File: config.mk
export PLATFORM = sky130hd
export DESIGN_NAME = gps_axi_lite_regs_flat
export DESIGN_NICKNAME = d
export VERILOG_FILES = /design/src/rtl/gps_axi_lite_regs_if.sv /design/src/rtl/gps_axi_lite_regs.sv /design/src/flat_wrapper.sv
export SDC_FILE = /design/constraint.sdc
export NUM_CORES = 1
export LEC_CHECK = 0
export ABC_AREA = 1
export CAP_MARGIN = 20
export CORE_MARGIN = 1.5
export CORE_UTILIZATION = 44
export DETAILED_ROUTE_END_ITERATION = 10
export PLACE_DENSITY = 0.79
export SETUP_SLACK_MARGIN = 0.15
export SLEW_MARGIN = 20
export SYNTH_ARGS = -nofsm -noshare
export SYNTH_HDL_FRONTEND = slang
export SYNTH_SLANG_ARGS = --single-unit
File: constraint.sdc
create_clock -name ACLK -period 1.5 [get_ports ACLK]
set_input_delay 0.3 -clock ACLK [delete_from_list [all_inputs] [get_ports ACLK]]
set_output_delay 0.3 -clock ACLK [all_outputs]
set_load 0.02 [all_outputs]
File: src/rtl/gps_axi_lite_regs_if.sv
// AXI4-Lite bus bundle for the GPS correlator register block.
// The master modport drives requests; the slave modport is the register block side.
interface gps_axi_lite_regs_if #(
  parameter int DATA_W = 32,
  parameter int ADDR_W = 5
);
  logic [ADDR_W-1:0]   AWADDR;
  logic [2:0]          AWPROT;
  logic                AWVALID;
  logic                AWREADY;
  logic [DATA_W-1:0]   WDATA;
  logic [DATA_W/8-1:0] WSTRB;
  logic                WVALID;
  logic                WREADY;
  logic [1:0]          BRESP;
  logic                BVALID;
  logic                BREADY;
  logic [ADDR_W-1:0]   ARADDR;
  logic [2:0]          ARPROT;
  logic                ARVALID;
  logic                ARREADY;
  logic [DATA_W-1:0]   RDATA;
  logic [1:0]          RRESP;
  logic                RVALID;
  logic                RREADY;

  modport master (
    output AWADDR, AWPROT, AWVALID, WDATA, WSTRB, WVALID, BREADY,
    output ARADDR, ARPROT, ARVALID, RREADY,
    input  AWREADY, WREADY, BRESP, BVALID, ARREADY, RDATA, RRESP, RVALID
  );

  modport slave (
    input  AWADDR, AWPROT, AWVALID, WDATA, WSTRB, WVALID, BREADY,
    input  ARADDR, ARPROT, ARVALID, RREADY,
    output AWREADY, WREADY, BRESP, BVALID, ARREADY, RDATA, RRESP, RVALID
  );
endinterface

File: src/rtl/gps_axi_lite_regs.sv
// AXI4-Lite control/status registers for one GPS tracking channel (NCO words, epoch counter).
// Optional macro GPS_AXI_WSTRB_EN enables per-byte write strobes; default build writes all 32 bits.
module gps_axi_lite_regs #(
  parameter int C_DATA_WIDTH = 32,
  parameter int C_ADDR_WIDTH = 5
) (
  input  logic                    ACLK,
  input  logic                    ARESETN,
  gps_axi_lite_regs_if.slave      s_axi,
  output logic [C_DATA_WIDTH-1:0] ctrl,
  output logic [C_DATA_WIDTH-1:0] carr_freq,
  output logic [C_DATA_WIDTH-1:0] code_freq,
  output logic [C_DATA_WIDTH-1:0] code_phase,
  output logic                    nco_update,
  input  logic                    epoch_pulse
);

  localparam int DW     = C_DATA_WIDTH;
  localparam int STRB_W = C_DATA_WIDTH / 8;
  localparam int SLOT_W = C_ADDR_WIDTH - 2;

  typedef enum logic [SLOT_W-1:0] {
    SLOT_CTRL       = 3'd0,
    SLOT_CARR_FREQ  = 3'd1,
    SLOT_CODE_FREQ  = 3'd2,
    SLOT_CODE_PHASE = 3'd3,
    SLOT_EPOCH_CNT  = 3'd4
  } slot_e;

  logic [SLOT_W-1:0] aw_slot;
  logic [SLOT_W-1:0] ar_slot;
  logic              wr_accept;
  logic              rd_accept;
  logic [DW-1:0]     wr_mask;
  logic              epoch_clear;
  logic [DW-1:0]     epoch_cnt;
  logic [DW-1:0]     rd_word;
  logic              bvalid;
  logic              rvalid;
  logic [DW-1:0]     rdata;

  assign aw_slot = s_axi.AWADDR[C_ADDR_WIDTH-1:2];
  assign ar_slot = s_axi.ARADDR[C_ADDR_WIDTH-1:2];

  // Handshakes are decided combinationally so READY is high only in the accepting cycle;
  // ARESETN gating keeps READY low while reset is held.
  assign wr_accept = ARESETN & s_axi.AWVALID & s_axi.WVALID & ~bvalid;
  assign rd_accept = ARESETN & s_axi.ARVALID & ~rvalid;

  assign s_axi.AWREADY = wr_accept;
  assign s_axi.WREADY  = wr_accept;
  assign s_axi.ARREADY = rd_accept;
  assign s_axi.BVALID  = bvalid;
  assign s_axi.BRESP   = 2'b00;
  assign s_axi.RVALID  = rvalid;
  assign s_axi.RDATA   = rdata;
  assign s_axi.RRESP   = 2'b00;

  always_comb begin
`ifdef GPS_AXI_WSTRB_EN
    wr_mask = '0;
    for (int n = 0; n < STRB_W; n++) begin
      wr_mask[8*n +: 8] = {8{s_axi.WSTRB[n]}};
    end
`else
    wr_mask = '1;
`endif
  end

  // Bit 1 of CTRL only clears the counter when that byte is actually written.
  assign epoch_clear = wr_accept && (aw_slot == SLOT_CTRL) && s_axi.WDATA[1] && wr_mask[1];

  function automatic logic [DW-1:0] merge(input logic [DW-1:0] old_v,
                                          input logic [DW-1:0] new_v,
                                          input logic [DW-1:0] mask);
    return (old_v & ~mask) | (new_v & mask);
  endfunction

  // NOTE: every sequential block uses non-blocking assignments so all state samples
  // pre-edge values; this is what makes a same-cycle read return the pre-write data.
  always_ff @(posedge ACLK or negedge ARESETN) begin
    if (!ARESETN) begin
      ctrl       <= '0;
      carr_freq  <= '0;
      code_freq  <= '0;
      code_phase <= '0;
    end else if (wr_accept) begin
      case (aw_slot)
        SLOT_CTRL:       ctrl       <= merge(ctrl,       s_axi.WDATA, wr_mask);
        SLOT_CARR_FREQ:  carr_freq  <= merge(carr_freq,  s_axi.WDATA, wr_mask);
        SLOT_CODE_FREQ:  code_freq  <= merge(code_freq,  s_axi.WDATA, wr_mask);
        SLOT_CODE_PHASE: code_phase <= merge(code_phase, s_axi.WDATA, wr_mask);
        default: ;
      endcase
    end
  end

  always_ff @(posedge ACLK or negedge ARESETN) begin
    if (!ARESETN) begin
      epoch_cnt <= '0;
    end else if (epoch_clear) begin
      epoch_cnt <= '0;
    end else if (epoch_pulse) begin
      epoch_cnt <= epoch_cnt + 1'b1;
    end
  end

  always_ff @(posedge ACLK or negedge ARESETN) begin
    if (!ARESETN) begin
      nco_update <= 1'b0;
    end else begin
      nco_update <= wr_accept && ((aw_slot == SLOT_CARR_FREQ) ||
                                  (aw_slot == SLOT_CODE_FREQ) ||
                                  (aw_slot == SLOT_CODE_PHASE));
    end
  end

  always_ff @(posedge ACLK or negedge ARESETN) begin
    if (!ARESETN) begin
      bvalid <= 1'b0;
    end else if (wr_accept) begin
      bvalid <= 1'b1;
    end else if (s_axi.BREADY) begin
      bvalid <= 1'b0;
    end
  end

  // NOTE: rd_word gets a default before the case so no latch is inferred for unmapped slots.
  always_comb begin
    rd_word = '0;
    case (ar_slot)
      SLOT_CTRL:       rd_word = ctrl;
      SLOT_CARR_FREQ:  rd_word = carr_freq;
      SLOT_CODE_FREQ:  rd_word = code_freq;
      SLOT_CODE_PHASE: rd_word = code_phase;
      SLOT_EPOCH_CNT:  rd_word = epoch_cnt;
      default:         rd_word = '0;
    endcase
  end

  // RDATA is captured at acceptance and held until the master takes it.
  always_ff @(posedge ACLK or negedge ARESETN) begin
    if (!ARESETN) begin
      rvalid <= 1'b0;
      rdata  <= '0;
    end else if (rd_accept) begin
      rvalid <= 1'b1;
      rdata  <= rd_word;
    end else if (s_axi.RREADY) begin
      rvalid <= 1'b0;
    end
  end

  logic unused_ok;
  assign unused_ok = ^{s_axi.AWPROT, s_axi.ARPROT, s_axi.AWADDR[1:0], s_axi.ARADDR[1:0],
                       s_axi.WSTRB};

endmodule

File: src/flat_wrapper.sv
// flat-port wrapper written by rule: the top's interface ports become plain ports
module gps_axi_lite_regs_flat 
#(
  parameter int C_DATA_WIDTH = 32,
  parameter int C_ADDR_WIDTH = 5
)
  (ACLK, ARESETN, ctrl, carr_freq, code_freq, code_phase, nco_update, epoch_pulse, s_axi_AWADDR, s_axi_AWPROT, s_axi_AWVALID, s_axi_WDATA, s_axi_WSTRB, s_axi_WVALID, s_axi_BREADY, s_axi_ARADDR, s_axi_ARPROT, s_axi_ARVALID, s_axi_RREADY, s_axi_AWREADY, s_axi_WREADY, s_axi_BRESP, s_axi_BVALID, s_axi_ARREADY, s_axi_RDATA, s_axi_RRESP, s_axi_RVALID);
  gps_axi_lite_regs_if s_axi_i ();
  input  logic ACLK;
  input  logic ARESETN;
  output logic [C_DATA_WIDTH-1:0] ctrl;
  output logic [C_DATA_WIDTH-1:0] carr_freq;
  output logic [C_DATA_WIDTH-1:0] code_freq;
  output logic [C_DATA_WIDTH-1:0] code_phase;
  output logic nco_update;
  input  logic epoch_pulse;
  input wire logic [$bits(s_axi_i.AWADDR)-1:0] s_axi_AWADDR;
  input wire logic [$bits(s_axi_i.AWPROT)-1:0] s_axi_AWPROT;
  input wire logic [$bits(s_axi_i.AWVALID)-1:0] s_axi_AWVALID;
  input wire logic [$bits(s_axi_i.WDATA)-1:0] s_axi_WDATA;
  input wire logic [$bits(s_axi_i.WSTRB)-1:0] s_axi_WSTRB;
  input wire logic [$bits(s_axi_i.WVALID)-1:0] s_axi_WVALID;
  input wire logic [$bits(s_axi_i.BREADY)-1:0] s_axi_BREADY;
  input wire logic [$bits(s_axi_i.ARADDR)-1:0] s_axi_ARADDR;
  input wire logic [$bits(s_axi_i.ARPROT)-1:0] s_axi_ARPROT;
  input wire logic [$bits(s_axi_i.ARVALID)-1:0] s_axi_ARVALID;
  input wire logic [$bits(s_axi_i.RREADY)-1:0] s_axi_RREADY;
  output wire logic [$bits(s_axi_i.AWREADY)-1:0] s_axi_AWREADY;
  output wire logic [$bits(s_axi_i.WREADY)-1:0] s_axi_WREADY;
  output wire logic [$bits(s_axi_i.BRESP)-1:0] s_axi_BRESP;
  output wire logic [$bits(s_axi_i.BVALID)-1:0] s_axi_BVALID;
  output wire logic [$bits(s_axi_i.ARREADY)-1:0] s_axi_ARREADY;
  output wire logic [$bits(s_axi_i.RDATA)-1:0] s_axi_RDATA;
  output wire logic [$bits(s_axi_i.RRESP)-1:0] s_axi_RRESP;
  output wire logic [$bits(s_axi_i.RVALID)-1:0] s_axi_RVALID;
  assign s_axi_i.AWADDR = s_axi_AWADDR;
  assign s_axi_i.AWPROT = s_axi_AWPROT;
  assign s_axi_i.AWVALID = s_axi_AWVALID;
  assign s_axi_i.WDATA = s_axi_WDATA;
  assign s_axi_i.WSTRB = s_axi_WSTRB;
  assign s_axi_i.WVALID = s_axi_WVALID;
  assign s_axi_i.BREADY = s_axi_BREADY;
  assign s_axi_i.ARADDR = s_axi_ARADDR;
  assign s_axi_i.ARPROT = s_axi_ARPROT;
  assign s_axi_i.ARVALID = s_axi_ARVALID;
  assign s_axi_i.RREADY = s_axi_RREADY;
  assign s_axi_AWREADY = s_axi_i.AWREADY;
  assign s_axi_WREADY = s_axi_i.WREADY;
  assign s_axi_BRESP = s_axi_i.BRESP;
  assign s_axi_BVALID = s_axi_i.BVALID;
  assign s_axi_ARREADY = s_axi_i.ARREADY;
  assign s_axi_RDATA = s_axi_i.RDATA;
  assign s_axi_RRESP = s_axi_i.RRESP;
  assign s_axi_RVALID = s_axi_i.RVALID;
  gps_axi_lite_regs #(.C_DATA_WIDTH(C_DATA_WIDTH), .C_ADDR_WIDTH(C_ADDR_WIDTH)) u_core (.ACLK(ACLK), .ARESETN(ARESETN), .s_axi(s_axi_i), .ctrl(ctrl), .carr_freq(carr_freq), .code_freq(code_freq), .code_phase(code_phase), .nco_update(nco_update), .epoch_pulse(epoch_pulse));
endmodule
==> impl_metrics.py <==
metrics = {
    "synth": {
        "synth_cell_types": 30,
        "synthCells": 1120,
        "synth_area_leaders": "dfrtp_1 (55%), nand2_1 (19%), o21ai_0 (8.1%)",
        "avgSynthCellArea_um2": 7.92,
        "ys_warn_count": 0,
        "synth.top_cell.area_share_pct": 55.0,
        "synth_top_area_cell": "dfrtp_1",
        "ys_ff_latch": 195,
        "ys_seq_area_share_pct": 55.0,
        "syn-cell-area_um2": 8870,
    },
    "place": {
        "dpl-instance-area_um2": 11700,
        "place_ws_ns": -0.426,
        "io_buffers": 211,
        "dp_hpwl_um": 20100,
        "gp_congestion": 0.918,
    },
    "critical_path": {
        "worstPathRequired_ns": 1.87,
        "cp_num_buf_inv": 1,
        "path_cells": "ha_2 > nand3_2 > inv_2 > nand2_4 > nor2_4 > nand3_2 > nand2_1 > nand2_2 > nor2_1",
        "crit_path_max_incr_delay_ns": 0.40,
        "arrival_ns": 2.03,
        "r2r-start": "u_core.epoch_cnt[1]",
        "ff2ff_setup_slack_ns": -0.16,
        "critical_path_class": "flop to flop",
        "r2r_end": "u_core.epoch_cnt[20]",
        "crit_top_cell": "nand3_2",
        "rr_worst_depth": 9,
        "path_max_fanout": 5,
        "slowest_stage": "dfrtp_1",
        "worstSetupStartpointType": "flop",
        "end_kind": "flop",
        "critical_path.top_delay_family": "simple AND/OR/NAND/NOR gates",
    },
    "run_status": {
        "status": "finished with violations",
        "violations": "setup timing",
    },
    "floorplan": {
        "row_count": 51,
        "die_x_um": 145,
        "die_area_um2": 21000,
        "dieHeight_um": 145,
        "core_area_um2": 19600,
        "initial_core_util_pct": 45.3,
        "ios": 230,
    },
    "drt": {
        "route.detailed.drc": 0,
        "drtAntennaViolNets": 0,
        "routed_wl_um": 37100,
        "firstDrtPassIters": 6,
        "post_drt_wl_per_cell_um": 21.3,
        "route.vias.total": 10100,
        "vias_per_cell": 5.82,
        "drt_iter0_markers": 1221,
    },
    "timing": {
        "setup_ws_ns": -0.158,
        "fin_hold_ws_ns": 0.00696,
        "grt_setup_unrepaired": "yes",
        "fmax_mhz": 603,
        "finalCriticalPeriod_ns": 1.66,
        "finalHoldViolCount": 0,
        "finalCritPeriodShare_pct": 111,
        "setup_viol": 111,
        "fin_skew_ns": 0.00896,
        "drv_slew": 0,
        "fin_setup_tns_ns": -7.08,
        "slew-limit-headroom_pct": 42.2,
        "worst_pin_slew_ns": 0.867,
    },
    "clock_network": {
        "cts_tree": "done",
        "insertion_delay_ns": 0.45,
        "clk_pin_slew_ns": 0.07,
        "cts_buffers": 17,
        "clock_path_buffers": 2,
        "htreeDepth": 4,
        "cts_root_buffer": "clkbuf_16",
        "clock-sinks": 195,
    },
    "finish": {
        "postLayoutCellArea_um2": 13700,
        "final_nets": 1523,
        "n_fill_cell": 1355,
        "post-route-util_pct": 69.9,
        "syn_to_final_growth_pct": 54.3,
        "drive_gt1_share_pct": 38.4,
    },
    "power_and_ir_drop": {
        "p_per_area_nw_per_um2": 1260,
        "power_leakage_nw": 7.14,
        "ir_worst_vdd_mv": 0.830,
    },
    "global_route": {
        "grt_pass1_wl_um": 47100,
        "grt.total_usage_pct": 28.4,
        "grt_max_degree": 67,
        "antenna_found_initial": 3,
        "grt.overflow.total": 0,
        "grt_pass1_vias": 8826,
    },
    "hold_path": {
        "hold_class": "input port to async pin",
    },
    "job": {
        "cap_viol_max_count": 0,
    },
}
## worst max-delay path by stage
| stage | startpoint | end | slack, ns | depth (start not counted) |
|---|---|---|---|---|
| global route | u_core.epoch_cnt[1] | u_core.epoch_cnt[20] | -0.26 | 9 |
| CTS | u_core.s_axi.BVALID | s_axi_WREADY | -0.05 | 4 |
| detailed placement | s_axi_WVALID | u_core.epoch_cnt[24] | -0.43 | 9 |
| finish | u_core.epoch_cnt[1] | u_core.epoch_cnt[20] | -0.16 | 9 |
| global placement | s_axi_WVALID | s_axi_WREADY | -0.40 | 4 |
| floorplan | u_core.s_axi.BVALID | u_core.epoch_cnt[17] | -0.07 | 9 |
## sequential cells by signal (all words and copies together) (netlist names)
register	flops
u_core.carr_freq	32
u_core.epoch_cnt	32
u_core.s_axi.BVALID	1
u_core.ctrl	32
u_core.s_axi.RVALID	1
u_core.nco_update	1
u_core.s_axi.RDATA	32
u_core.code_freq	32
u_core.code_phase	32
## logic make-up after synthesis
| kind of cell | count (synthesis) | share of synthesized area [%] |
|---|---|---|
| compound gates | 208 | 12.1 |
| simple gates | 584 | 26.7 |
| flops | 195 | 55.0 |
| other cells | 1 | 0.0423 |
| fa+ha+maj | 1 | 0.141 |
| buf+inv | 131 | 5.95 |
## synthesized netlist by cell type
cell type and n:
nand2_1 441, dfrtp_1 195, o21ai_0 144, inv_1 73, nor2_1 60, nand3_1 53
clkbuf_1 37, o21ai_1 34, a21oi_1 17, buf_2 11, nand4_1 8, buf_4 6
o211ai_1 6, nor3_1 5, inv_2 4, nor3_2 4, a21boi_0 3, nand3_2 3
nor2_2 3, nand2_2 2, nand3b_1 2, a31oi_1 1, and3_1 1, conb_1 1
ha_1 1, nand3_4 1, nor2_4 1, o211a_1 1, o22ai_1 1, o31ai_1 1
## placed cells by master, fill, tap and decap left out, types with 30 or more instances in the layout
| cell | netlist | routed |
|---|---|---|
| nor2_1 | 60 | 43 |
| buf_2 | 11 | 143 |
| o21ai_1 | 34 | 91 |
| clkdlybuf4s50_1 | 0 | 41 |
| o21ai_0 | 144 | 55 |
| nand3_1 | 53 | 33 |
| buf_4 | 6 | 104 |
| nand2_1 | 441 | 348 |
| inv_1 | 73 | 65 |
| buf_6 | 0 | 37 |
| nand2_2 | 2 | 64 |
| dfrtp_1 | 195 | 191 |
| o21ai_2 | 0 | 30 |
## area by class of cell
| cell class | count | area (µm²) | area share (%) |
|---|---|---|---|
| timing repair buffer | 371 | 3220 | 23.5 |
| sequential | 195 | 4880 | 35.7 |
| clock buffer | 20 | 467 | 3.41 |
| inverter | 77 | 289 | 2.11 |
| tap | 265 | 332 | 2.42 |
| clock inverter | 12 | 111 | 0.814 |
| multi-input combinational | 800 | 4380 | 32.0 |
| antenna | 2 | 5.00 | 0.0366 |
## where the power goes
group	internal (mW)	total, mW	switching, mW
Sequential	6.20	7.15	0.953
Clock	2.33	4.61	2.29
Combinational	2.19	5.42	3.23
## what timing repair did
action / 4_1_cts / 5_1_grt
resized for setup: 783 / 235
buffers inserted: 26 / 58
hold buffers: 0 / 0
pin swaps: 37 / 32
setup endpoints to repair: 350 / 229
gates cloned: 2 / 21
hold endpoints to repair: 0 / 0
## routing by layer
metal,track usage [%],vias up,share of wire (%)
li1,-,4290,-
met1,36.7,4809,35
met2,45.9,804,47
met3,7.92,230,12
met4,9.33,2,5.8
met5,0,-,0.032
## stage by stage
stage | instances | power (mW)
2_1_floorplan | 1123 | 9.20
3_3_place_gp | 1601 | 11.8
3_5_place_dp | 1601 | 11.9
4_1_cts | 1661 | 16.0
5_1_grt | 1741 | 17.8
6_report | 1742 | 17.2
Power figures use the tool's default switching activity.
